## config.mk

```make
export PLATFORM = sky130hd
export DESIGN_NAME = add64_seq_ctrl_flat
export DESIGN_NICKNAME = d
export VERILOG_FILES = /design/src/rtl/add64_seq_ctrl_if.sv /design/src/rtl/add64_seq_ctrl.sv /design/src/flat_wrapper.sv
export SDC_FILE = /design/constraint.sdc
export NUM_CORES = 1
export LEC_CHECK = 0
export BUFFER_PORTS_ARGS = -buffer_cell sky130_fd_sc_hd__buf_4
export CELL_PAD_IN_SITES_DETAIL_PLACEMENT = 0
export CELL_PAD_IN_SITES_GLOBAL_PLACEMENT = 1
export CORE_ASPECT_RATIO = 0.9
export CORE_MARGIN = 2
export CORE_UTILIZATION = 30
export DETAILED_ROUTE_END_ITERATION = 7
export PLACE_DENSITY = 0.66
export RECOVER_POWER = 100
export SLEW_MARGIN = 10
export SYNTH_ARGS = -nofsm -noshare
export SYNTH_HDL_FRONTEND = slang
export SYNTH_SLANG_ARGS = --single-unit
```

## constraint.sdc

```tcl
create_clock -name clk -period 34.3 [get_ports clk]
set_input_delay 3.43 -clock clk [delete_from_list [all_inputs] [get_ports clk]]
set_output_delay 3.43 -clock clk [all_outputs]
set_load 0.03 [all_outputs]
```

## src/rtl/add64_seq_ctrl_if.sv

```systemverilog
// Request/response bundle between a requester and the 64-bit add/subtract
// sequencer. The requester raises start with operands, the sequencer reports
// busy/done and the result with its flags.
interface add64_seq_ctrl_if;
    logic        start;
    logic        sub;
    logic [63:0] a;
    logic [63:0] b;
    logic        busy;
    logic        done;
    logic [63:0] sum;
    logic        cout;
    logic        ovf;
    logic        zero;

    modport master (
        output start, sub, a, b,
        input  busy, done, sum, cout, ovf, zero
    );

    modport slave (
        input  start, sub, a, b,
        output busy, done, sum, cout, ovf, zero
    );
endinterface

```

## src/rtl/add64_seq_ctrl.sv

```systemverilog
// 64-bit add/subtract sequencer built around a single 32-bit ripple-carry
// adder. The low half is added first, its carry-out is registered, and the
// high half is added on the following cycle. Carry, signed-overflow and
// zero flags are produced alongside the result.

// Plain 32-bit ripple-carry adder; the only adder in the design.
module rca_32bit (
    input  logic [31:0] i_a,
    input  logic [31:0] i_b,
    input  logic        i_cin,
    output logic [31:0] o_sum,
    output logic        o_cout
);
    // Bit-serial carry ripple from bit 0 to bit 31
    always_comb begin
        logic w_c;
        w_c   = i_cin;
        o_sum = '0;
        for (int i = 0; i < 32; i++) begin
            o_sum[i] = i_a[i] ^ i_b[i] ^ w_c;
            w_c      = (i_a[i] & i_b[i]) | (w_c & (i_a[i] ^ i_b[i]));
        end
        o_cout = w_c;
    end
endmodule

module add64_seq_ctrl (
    input  logic              clk,
    input  logic              rst,
    add64_seq_ctrl_if.slave   bus
);
    typedef enum logic [1:0] {
        S_IDLE = 2'd0,
        S_LO   = 2'd1,
        S_HI   = 2'd2,
        S_DONE = 2'd3
    } state_t;

    state_t      r_state;
    state_t      w_next;

    logic [63:0] r_a;
    logic [63:0] r_b;
    logic        r_sub;
    logic        r_c_mid;
    logic [63:0] r_sum;
    logic        r_cout;
    logic        r_ovf;
    logic        r_zero;

    logic [63:0] w_b_eff;
    logic [31:0] w_add_a;
    logic [31:0] w_add_b;
    logic        w_add_cin;
    logic [31:0] w_add_sum;
    logic        w_add_cout;

    // Subtraction is a + ~b + 1; the +1 enters as the low-half carry-in.
    assign w_b_eff = r_b ^ {64{r_sub}};

    // State register
    always_ff @(posedge clk or posedge rst) begin
        if (rst) begin
            r_state <= S_IDLE;
        end else begin
            r_state <= w_next;
        end
    end

    // Next-state logic: start is honoured only in IDLE, nothing is queued
    always_comb begin
        w_next = r_state;
        case (r_state)
            S_IDLE:  if (bus.start) w_next = S_LO;
            S_LO:    w_next = S_HI;
            S_HI:    w_next = S_DONE;
            S_DONE:  w_next = S_IDLE;
            default: w_next = S_IDLE;
        endcase
    end

    // Adder operand select: low half by default, high half with the
    // registered inter-half carry while in HI
    always_comb begin
        w_add_a   = r_a[31:0];
        w_add_b   = w_b_eff[31:0];
        w_add_cin = r_sub;
        if (r_state == S_HI) begin
            w_add_a   = r_a[63:32];
            w_add_b   = w_b_eff[63:32];
            w_add_cin = r_c_mid;
        end
    end

    rca_32bit u_rca (
        .i_a    (w_add_a),
        .i_b    (w_add_b),
        .i_cin  (w_add_cin),
        .o_sum  (w_add_sum),
        .o_cout (w_add_cout)
    );

    // Operand capture on accept, low-half result in LO, high half and flags in HI
    always_ff @(posedge clk or posedge rst) begin
        if (rst) begin
            r_a     <= '0;
            r_b     <= '0;
            r_sub   <= 1'b0;
            r_c_mid <= 1'b0;
            r_sum   <= '0;
            r_cout  <= 1'b0;
            r_ovf   <= 1'b0;
            r_zero  <= 1'b0;
        end else begin
            case (r_state)
                S_IDLE: begin
                    if (bus.start) begin
                        r_a   <= bus.a;
                        r_b   <= bus.b;
                        r_sub <= bus.sub;
                    end
                end
                S_LO: begin
                    r_sum[31:0] <= w_add_sum;
                    r_c_mid     <= w_add_cout;
                end
                S_HI: begin
                    r_sum[63:32] <= w_add_sum;
                    r_cout       <= w_add_cout;
                    // Operands of equal sign producing a result of the other sign
                    r_ovf        <= (r_a[63] == w_b_eff[63]) && (w_add_sum[31] != r_a[63]);
                    r_zero       <= (w_add_sum == 32'd0) && (r_sum[31:0] == 32'd0);
                end
                default: ;
            endcase
        end
    end

    assign bus.busy = (r_state != S_IDLE);
    assign bus.done = (r_state == S_DONE);
    assign bus.sum  = r_sum;
    assign bus.cout = r_cout;
    assign bus.ovf  = r_ovf;
    assign bus.zero = r_zero;
endmodule

```

## src/flat_wrapper.sv

```systemverilog
// flat-port wrapper written by rule: the top's interface ports become plain ports
module add64_seq_ctrl_flat 
  (clk, rst, bus_start, bus_sub, bus_a, bus_b, bus_busy, bus_done, bus_sum, bus_cout, bus_ovf, bus_zero);
  add64_seq_ctrl_if bus_i ();
  input  logic clk;
  input  logic rst;
  input wire logic [$bits(bus_i.start)-1:0] bus_start;
  input wire logic [$bits(bus_i.sub)-1:0] bus_sub;
  input wire logic [$bits(bus_i.a)-1:0] bus_a;
  input wire logic [$bits(bus_i.b)-1:0] bus_b;
  output wire logic [$bits(bus_i.busy)-1:0] bus_busy;
  output wire logic [$bits(bus_i.done)-1:0] bus_done;
  output wire logic [$bits(bus_i.sum)-1:0] bus_sum;
  output wire logic [$bits(bus_i.cout)-1:0] bus_cout;
  output wire logic [$bits(bus_i.ovf)-1:0] bus_ovf;
  output wire logic [$bits(bus_i.zero)-1:0] bus_zero;
  assign bus_i.start = bus_start;
  assign bus_i.sub = bus_sub;
  assign bus_i.a = bus_a;
  assign bus_i.b = bus_b;
  assign bus_busy = bus_i.busy;
  assign bus_done = bus_i.done;
  assign bus_sum = bus_i.sum;
  assign bus_cout = bus_i.cout;
  assign bus_ovf = bus_i.ovf;
  assign bus_zero = bus_i.zero;
  add64_seq_ctrl u_core (.clk(clk), .rst(rst), .bus(bus_i));
endmodule
```

==> results of run 1 <==
==> per-layer routing <==
metal	vias up	GRT usage (%)
met4	2	3.766
met3	22	4.177
met2	164	23.53
met5	-	0
met1	2927	22.90
li1	2692	-
==> stage by stage <==
stage | hold slack (ns) | area, um^2 | utilization [%] | cells | worst slack, ns
2_1_floorplan | 0.4541 | 9126 | - | 671 | 20.32
3_3_place_gp | 0.4710 | 11020 | 36.78 | 1240 | 19.05
3_5_place_dp | 0.4774 | 11020 | 36.78 | 1240 | 18.85
4_1_cts | 0.4939 | 11570 | 38.62 | 1272 | 18.79
5_1_grt | 0.5095 | 11270 | 37.62 | 1272 | 15.47
6_report | 0.4889 | 11270 | 37.62 | 1272 | 16.59
==> synth_stat cells, types with 5 or more instances <==
master    number
xor2_1        30
ha_1           6
nor4_1         6
nand4_1        7
buf_2         27
dfrtp_1      199
buf_1          5
clkbuf_1       5
inv_1          8
fa_1          32
nor2_1        63
a21oi_1       59
mux2i_1       61
mux2_1       142
==> flip-flops by register name, indices dropped and copies added, names as in the netlist <==
name,count
u_core.bus.sum,64
u_core.r_a,64
u_core.r_b,64
u_core.r_state,2
u_core.bus.cout,1
u_core.bus.ovf,1
u_core.bus.zero,1
u_core.r_c_mid,1
u_core.r_sub,1
==> worst max-delay path, delay by kind of cell (launching register included) <==
family	cells	cell delay, ns
multiplexers	1	0.36
buffers and inverters	6	2.09
flip-flops	1	0.41
adder cells (fa/ha/maj)	33	13.86
AND/OR/NAND/NOR	3	0.70
AO/OA/AOI/OAI	1	0.19
==> kinds of logic after synthesis <==
kind of cell	synth area share (%)
compound gates	3.414
xor+xnor	3.167
fa+ha+maj	7.842
buf+inv	2.427
flops	54.57
mux	24.21
simple gates	4.374
==> worst paths after layout <==
kind / end / depth (start not counted)
max: u_core.bus.zero / 44
min: u_core.r_a[28] / 1
max reg2reg: u_core.bus.zero / 44
min reg2reg: u_core.r_a[28] / 1
max in group asynchronous: u_core.r_sub / 3
min in group asynchronous: u_core.bus.sum[50] / 2
==> layout by cell type, fill, tap and decap left out, types with 2 or more instances in the layout <==
master and instances:
nand4_1 7, inv_1 7, inv_6 5, nand2_1 2
clkbuf_1 73, buf_4 131, nor4_1 6, mux2_1 142
nand3_1 2, nor2_1 63, nor3_1 3, xnor2_1 3
ha_1 4, mux2i_1 61, nor4b_1 3, xor2_1 30
inv_8 2, clkbuf_16 17, dfrtp_1 198, clkinvlp_4 5
a21oi_1 59, clkinv_2 2, ha_2 2, fa_1 32
==> cell type report <==
cell class | count | area [um^2]
inverter | 9 | 35.03
multi-input combinational | 424 | 3930
timing repair buffer | 205 | 1265
sequential | 199 | 4981
tap | 403 | 504.2
clock inverter | 14 | 113.9
clock buffer | 18 | 439.2
fill | 2976 | 18690
==> results.md, run 1 <==
* Status: finished with violations
* Met3 WL at ~1400 um
* # hold bufs at CTS at 0
* Synthesized area at around 9000 um^2
* Mapped Avg Cell Area at ~14 um^2
* GRT overflow at 0
* Clock Skew at ~0.012 ns
* Synth Register Bits at between 150 and 200
* Ys Warns at 0
* Synth Instances at 671
* Initial Util at slightly above 30%
* Syn nets at ~840
* Sink Count at 199
* Post-cts gate resize count at 0
* Max-slew violations at approximately 400
* Hold Path Class: reg2reg
* Initial DRC count at around 380
* Number of synthesized flops with an enable pin at 0
* Flop-to-flop setup slack at between 15 and 20 ns
* Req. time, crit path at about 35 ns
* CTS tree: built
* Largest net degree at the start of global routing at between 100 and 150
* Crit Path Class: reg2reg
* Arr. time, crit path at between 15 and 20 ns
* Max Root-Sink Buffers at 2
* Main area contributors after synthesis: dfrtp_1, mux2_1, fa_1
* Worst min-delay path startpoint: u_core.r_a[28]
* Worst-Margin Slew at 5.563 ns
* CP endpoint kind: flip-flop
* Worst setup SP type: flip-flop
* Crit-path slowest cell: ha_1
* Root Driver: clkbuf_16
* ANT cells at 0
* Area grow syn2layout at 23.47%
* Post-synthesis sequential area ratio at 54.57%
* Distinct cells, synth at 26
* Core region area at about 30000 um^2
* Min Tclk post-route at around 18 ns
* Part of the cycle the worst path needs at just over 50%
* Critical R2R Launch: u_core.r_state[0]
* Initial antenna violation count at 1
* Crit path from: u_core.r_state[0]
* Final #Nets at approximately 1000
* Most Frequent Cell on Critical Path: fa_1
* Yosys top cell area share at a little over half
* Final setup violation count at 0
* Hold Fails Final Rpt at 0
* GPL Wtd Cong at about 0.76
* Failing checks: max-capacitance violations, max-slew violations
* DRT Pass-1 Iters at 5
* Setup TNS Final at 0 ns
* Later-pin clock latency in the skew report at approximately 0.43 ns
* First-pass GRT wire length at approximately 37000 um
* Wire per inst at ~19 um
* Ports at approximately 200
* DRT met1 WL at ~12000 um
* Met2 WL at roughly 11000 um
* Final WL at between 20000 and 25000 um
* Clock-pin slew on the worst setup and hold paths at about 0.08 ns
* Uppermost layer routed: met5
* Num CTS Buffers at 17
* Rows at 60
* Via density at 4.565
* Die area at around 32000 um^2
* Port bufs at 200
* Total number of vias at 5807
* Die height at 169.5 um
* Max_cap viols at 6
* Gr usage total at 15.79%
* # H-tree levels at 4
* FFs w/ async S/R, synth at 100.0%
* Layout cells sized above 1 at roughly 19%
* Post-DRT Antenna Nets at 0
* Post-synth top area cell: dfrtp_1
* RSZ-0062 raised after global routing: false
* Vias in the first global route at about 6000
* Hpwl dp at between 15000 and 20000 um
* Die W at approximately 190 um
* F_max at roughly 56 MHz
* Post-CTS setup buffer count at 0
* Max_slew headroom at -272.9%
* Ys flop type: dfrtp_1
* CP Max Fanout at 37
* DRC errors left at 0
* Crit path largest cell delay at ~1.7 ns
Power of run 1 is left out: the tool's default activity adds up to more than one toggle a clock period on the data nets, which glitch-free logic cannot reach.
==> run 2, diff against run 1 <==
--- a/config.mk
+++ b/config.mk
@@ -12,7 +12,7 @@
 export CORE_MARGIN = 2
 export CORE_UTILIZATION = 30
 export DETAILED_ROUTE_END_ITERATION = 7
-export PLACE_DENSITY = 0.66
+export PLACE_DENSITY = 0.68
 export RECOVER_POWER = 100
 export SLEW_MARGIN = 10
 export SYNTH_ARGS = -nofsm -noshare
==> constraint.sdc (replaced) <==
create_clock -name clk -period 15.9 [get_ports clk]
set_input_delay 1.59 -clock clk [delete_from_list [all_inputs] [get_ports clk]]
set_output_delay 1.59 -clock clk [all_outputs]
set_load 0.03 [all_outputs]
==> run 2 against run 1 <==
Clock-buffer cell count is the same. Core utilization grew 0.088 points. Critical path type unchanged. Cell area rose by 0.23%. Global-route usage shrank 0.11 points. Sequential share of layout area down 0.10 points. Register-to-register slack got worse by 16 ns. The run still ends with max-capacitance violations, max-slew violations left. Worst hold slack better by 0.00073 ns.
==> results.md, run 2 (synthesized netlist as in run 1, its figures left out) <==
* Clock Skew at 0.01615 ns (was 0.01164 ns)
* F_max at 67.05 MHz (was 56.47 MHz)
* Vias in the first global route at 6052 (was 6116)
* Die area at 31830 um^2 (unchanged)
* Area grow syn2layout at 23.76% (was 23.47%)
* Worst setup SP type: flip-flop (unchanged)
* Initial DRC count at 280 (was 375)
* Fillers at 2975 (was 2976)
* Max_slew headroom at -280.2% (was -272.9%)
* Crit Path Class: reg2reg (unchanged)
* ANT cells at 0 (unchanged)
* Arr. time, crit path at 15.30 ns (was 18.07 ns)
* CP Max Fanout at 16 (was 37)
* Final #Nets at 1027 (was 1026)
* # H-tree levels at 4 (unchanged)
* Die height at 169.5 um (unchanged)
* Critical R2R Launch: u_core.r_state[0] (unchanged)
* Hpwl dp at 18160 um (was 18410 um)
* Via density at 4.584 (was 4.565)
* Gr usage total at 15.69% (was 15.79%)
* Crit path largest cell delay at 0.48 ns (was 1.67 ns)
* Req. time, crit path at 16.28 ns (was 34.67 ns)
* DRT Pass-1 Iters at 4 (was 5)
* Met2 WL at 10280 um (was 10580 um)
* Worst-Margin Slew at 5.672 ns (was 5.563 ns)
* Worst min-delay path startpoint: u_core.r_a[10] (was u_core.r_a[28])
* Ports at 201 (unchanged)
* Met3 WL at 1544 um (was 1353 um)
* Commonest non-fill, non-tap cells in the layout: dfrtp_1, mux2_1, buf_4, clkbuf_1, nor2_1 (unchanged)
* R2r worst-path depth at 44 (unchanged)
* Post-DRT Antenna Nets at 0 (unchanged)
* Wire per inst at 18.92 um (was 19.24 um)
* Status: finished with violations (unchanged)
* Initial antenna violation count at 1 (unchanged)
* GPL Wtd Cong at 0.7525 (was 0.7635)
* Sink Count at 199 (unchanged)
* Die W at 187.9 um (unchanged)
* Port bufs at 200 (unchanged)
* Register area at 4981 um^2 (unchanged)
* Core region area at 29950 um^2 (unchanged)
* Hold Fails Final Rpt at 0 (unchanged)
* Flop-to-flop setup slack at 0.99 ns (was 16.59 ns)
* CP endpoint kind: flip-flop (unchanged)
* Final WL at 24090 um (was 24480 um)
* Most Frequent Cell on Critical Path: fa_1 (unchanged)
* Max_cap viols at 5 (was 6)
* Uppermost layer routed: met5 (unchanged)
* Root Driver: clkbuf_16 (unchanged)
* RSZ-0062 raised after global routing: false (unchanged)
* Post-CTS setup buffer count at 0 (unchanged)
* Max-slew violations at 360 (was 402)
* Failing checks: max-capacitance violations, max-slew violations (unchanged)
* Max Root-Sink Buffers at 2 (unchanged)
* DRT met1 WL at 11940 um (was 12130 um)
* Num CTS Buffers at 17 (unchanged)
* Area of the multi-input gates at 3943 um^2 (was 3930 um^2)
* CP endpoint: u_core.bus.zero (unchanged)
* GRT overflow at 0 (unchanged)
* Commonest non-fill, non-tap cell in the layout: dfrtp_1 (unchanged)
* Later-pin clock latency in the skew report at 0.45 ns (was 0.43 ns)
* # hold bufs at CTS at 0 (unchanged)
* Largest net degree at the start of global routing at 129 (was 124)
* Post-cts gate resize count at 0 (unchanged)
* Crit path from: u_core.r_state[0] (unchanged)
* Crit-path slowest cell: fa_1 (was ha_1)
* Clock-pin slew on the worst setup and hold paths at 0.07 ns (was 0.08 ns)
* Setup TNS Final at 0 ns (unchanged)
* Part of the cycle the worst path needs at 93.80% (was 51.63%)
* Layout cells sized above 1 at 19.54% (was 19.45%)
* CTS tree: built (unchanged)
* Initial Util at 30.47% (unchanged)
* Total number of vias at 5836 (was 5807)
* Reg2reg end: u_core.bus.zero (unchanged)
* Min Tclk post-route at 14.91 ns (was 17.71 ns)
* Final setup violation count at 0 (unchanged)
* Hold Path Class: reg2reg (unchanged)
* DRC errors left at 0 (unchanged)
* First-pass GRT wire length at 36780 um (was 37480 um)
* Rows at 60 (unchanged)
run 2: metal layers:
metal	vias to the layer above	global-route usage [%]
li1	2709	-
met2	168	22.45
met4	2	3.971
met1	2932	23.01
met3	25	4.797
met5	-	0
run 2: final cells by class:
cell class / instances / share of cell area, %
Sequential cell: 199 / 44.10
Multi-Input combinational cell: 424 / 34.91
Timing Repair Buffer: 206 / 11.27
Tap cell: 403 / 4.464
Clock buffer: 18 / 3.800
Clock inverter: 14 / 1.152
Inverter: 9 / 0.3102
run 2: critical path: cells and delay by family, from the launching register on:
family	cells	cell delay (ns)
AO/OA/AOI/OAI	1	0.18
XOR/XNOR	1	0.16
adder cells (fa/ha/maj)	33	12.63
buffers and inverters	5	0.49
flip-flops	1	0.41
multiplexers	1	0.26
AND/OR/NAND/NOR	3	0.73
run 2: worst min path at each step:
stage | slack [ns] | to | cells past startpoint
after CTS | 0.50 | u_core.r_a[10] | 1
after global placement | 0.47 | u_core.r_a[0] | 1
after detailed placement | 0.48 | u_core.r_a[12] | 1
after floorplan | 0.45 | u_core.r_c_mid | 1
after global routing | 0.51 | u_core.r_b[40] | 1
final | 0.49 | u_core.r_a[10] | 1
run 2: stage by stage:
step	setup WS (ns)	hold slack, ns	instance area, um^2	instances	util (%)
after floorplan	1.919	0.4541	9126	671	-
after global placement	1.293	0.4709	11020	1241	36.80
after detailed placement	1.014	0.4802	11020	1241	36.80
after CTS	0.9789	0.4968	11580	1273	38.67
after global routing	0.3298	0.5104	11290	1273	37.71
final	0.9863	0.4896	11290	1273	37.71
Power of run 2 is left out for the same reason.
==> run 3, diff against run 2 <==
--- a/config.mk
+++ b/config.mk
@@ -12,6 +12,7 @@
 export CORE_MARGIN = 2
 export CORE_UTILIZATION = 30
 export DETAILED_ROUTE_END_ITERATION = 7
+export GPL_TIMING_DRIVEN = 0
 export PLACE_DENSITY = 0.68
 export RECOVER_POWER = 100
 export SLEW_MARGIN = 10
==> run 3 against run 2 <==
The run still ends with max-capacitance violations, max-slew violations left. Wire length increased by 7.9%. Worst hold slack about the same. Core utilization increased by 0.60 points. Final cell count increased by 2.7%. Clock-buffer cell count is 2 higher. Global-route usage up 1.2 points. Clock skew fell by 0.0068 ns. Register-to-register slack lost 0.43 ns. Flip-flop and latch count did not move. Die area unchanged. Cell area up 1.6%.
==> results.md, run 3 (synthesized netlist as in run 1, its figures left out) <==
* Worst-Margin Slew at 5.442 ns (was 5.672 ns)
* Initial Util at 30.47% (unchanged)
* Fillers at 2984 (was 2975)
* # H-tree levels at 4 (unchanged)
* Via density at 4.611 (was 4.584)
* Root Driver: clkbuf_16 (unchanged)
* GPL Wtd Cong at 0.7931 (was 0.7525)
* Cells after DPL at 1275 (was 1241)
* Crit Path Class: reg2reg (unchanged)
* DRC errors left at 0 (unchanged)
* Met2 WL at 11900 um (was 10280 um)
* Failing checks: max-capacitance violations, max-slew violations (unchanged)
* Worst setup SP type: flip-flop (unchanged)
* Status: finished with violations (unchanged)
* RSZ-0062 raised after global routing: false (unchanged)
* CP endpoint kind: flip-flop (unchanged)
* DRT Pass-1 Iters at 4 (unchanged)
* Clock-pin slew on the worst setup and hold paths at 0.07 ns (about the same)
* Max_slew headroom at -262.8% (was -280.2%)
* Later-pin clock latency in the skew report at 0.43 ns (was 0.45 ns)
* CTS tree: built (unchanged)
* Crit path largest cell delay at 0.55 ns (was 0.48 ns)
* Final #Nets at 1061 (was 1027)
* First-pass GRT wire length at 39520 um (was 36780 um)
* Total number of vias at 6026 (was 5836)
* Num CTS Buffers at 17 (unchanged)
* Commonest non-fill, non-tap cells in the layout: dfrtp_1, mux2_1, buf_4, clkbuf_1, nor2_1 (unchanged)
* Crit path from: u_core.r_state[0] (unchanged)
* Met3 WL at 1062 um (was 1544 um)
* Rows at 60 (unchanged)
* CP endpoint: u_core.bus.zero (unchanged)
* Max_cap viols at 2 (was 5)
* Hpwl dp at 20140 um (was 18160 um)
* Req. time, crit path at 16.27 ns (was 16.28 ns)
* Largest net degree at the start of global routing at 103 (was 129)
* Final WL at 25990 um (was 24090 um)
* Max Root-Sink Buffers at 2 (unchanged)
* Most Frequent Cell on Critical Path: fa_1 (unchanged)
* Core region area at 29950 um^2 (unchanged)
* # hold bufs at CTS at 0 (unchanged)
* Area grow syn2layout at 25.72% (was 23.76%)
* Hold Fails Final Rpt at 0 (unchanged)
* Post-DRT Antenna Nets at 0 (unchanged)
* Crit-path slowest cell: fa_1 (unchanged)
* Hold Path Class: reg2reg (unchanged)
* Clock Skew at 0.009356 ns (was 0.01615 ns)
* Critical R2R Launch: u_core.r_state[0] (unchanged)
* Min Tclk post-route at 15.34 ns (was 14.91 ns)
* Sink Count at 199 (unchanged)
* Vias in the first global route at 6501 (was 6052)
* DRT met1 WL at 12850 um (was 11940 um)
* Die area at 31830 um^2 (unchanged)
* Worst Hold Path Cells at 1 (unchanged)
* Part of the cycle the worst path needs at 96.47% (was 93.80%)
* Fin util at 38.30% (was 37.71%)
* Post-CTS setup buffer count at 0 (unchanged)
* Layout cells sized above 1 at 19.91% (was 19.54%)
* GRT overflow at 0 (unchanged)
* Die W at 187.9 um (unchanged)
* CP Max Fanout at 10 (was 16)
* Reg2reg end: u_core.bus.zero (unchanged)
* Setup TNS Final at 0 ns (unchanged)
* Final setup violation count at 0 (unchanged)
* Port bufs at 200 (unchanged)
* ANT cells at 0 (unchanged)
* Flop-to-flop setup slack at 0.56 ns (was 0.99 ns)
* Initial antenna violation count at 0 (was 1)
* Post-cts gate resize count at 0 (unchanged)
* Uppermost layer routed: met4 (was met5)
* Ports at 201 (unchanged)
* Arr. time, crit path at 15.71 ns (was 15.30 ns)
* Initial DRC count at 326 (was 280)
* Wire per inst at 19.89 um (was 18.92 um)
* Gr usage total at 16.84% (was 15.69%)
* Commonest non-fill, non-tap cell in the layout: dfrtp_1 (unchanged)
* Die height at 169.5 um (unchanged)
* F_max at 65.19 MHz (was 67.05 MHz)
* Layout Cells excl Fill at 1307 (was 1273)
* R2r worst-path depth at 45 (was 44)
* Max-slew violations at 202 (was 360)
-- run 3: changes by cell type in the layout (fill, tap and decap cells not counted), sizes merged --
| cell | change |
|---|---|
| buf | +15 |
| bufinv | +2 |
| clkbuf | +21 |
| clkinvlp | +3 |
| inv | -7 |
-- run 3: metrics by stage --
step / area, um^2 / setup slack (ns) / hold WS, ns
6_report: 11470 / 0.5608 / 0.4900
5_1_grt: 11470 / 0.006994 / 0.5008
4_1_cts: 11780 / 0.4177 / 0.4965
3_5_place_dp: 11170 / 0.4717 / 0.4802
3_3_place_gp: 11130 / 0.5962 / 0.4670
2_1_floorplan: 9126 / 1.919 / 0.4541
-- run 3: layout make-up --
| type | instances | area [um^2] | area share (%) |
|---|---|---|---|
| plain buffers | 39 | 175.2 | 1.527 |
| clock buffers | 20 | 466.7 | 4.068 |
| clock inverters | 12 | 141.4 | 1.232 |
| inverters | 9 | 35.03 | 0.3053 |
| multi-input cells | 424 | 3925 | 34.21 |
| flip-flops and latches | 199 | 4980 | 43.40 |
| well taps | 403 | 504.2 | 4.395 |
| repair buffers | 201 | 1246 | 10.86 |
-- run 3: how the worst min path moves through the flow --
stage | from | end | slack (ns)
2_1_floorplan | u_core.r_c_mid | u_core.r_c_mid | 0.45
3_3_place_gp | u_core.r_a[0] | u_core.r_a[0] | 0.47
3_5_place_dp | u_core.r_b[6] | u_core.r_b[6] | 0.48
4_1_cts | u_core.r_b[0] | u_core.r_b[0] | 0.50
5_1_grt | u_core.r_b[18] | u_core.r_b[18] | 0.50
6_report | u_core.r_b[3] | u_core.r_b[3] | 0.49
-- run 3: worst max-delay path, delay by kind of cell, from the launching register on --
family                   cells  cell delay (ns)
AO/OA/AOI/OAI                1             0.19
XOR/XNOR                     1             0.21
adder cells (fa/ha/maj)     33            12.72
buffers and inverters        6             0.76
flip-flops                   1             0.41
multiplexers                 1             0.26
AND/OR/NAND/NOR              3             0.74
-- run 3: layer usage --
| metal | track usage (%) | vias to the layer above |
|---|---|---|
| met5 | 0 | - |
| met4 | 3.903 | 0 |
| met3 | 2.792 | 6 |
| met2 | 26.47 | 158 |
| met1 | 24.39 | 3106 |
| li1 | - | 2756 |
Power of run 3 is left out for the same reason.
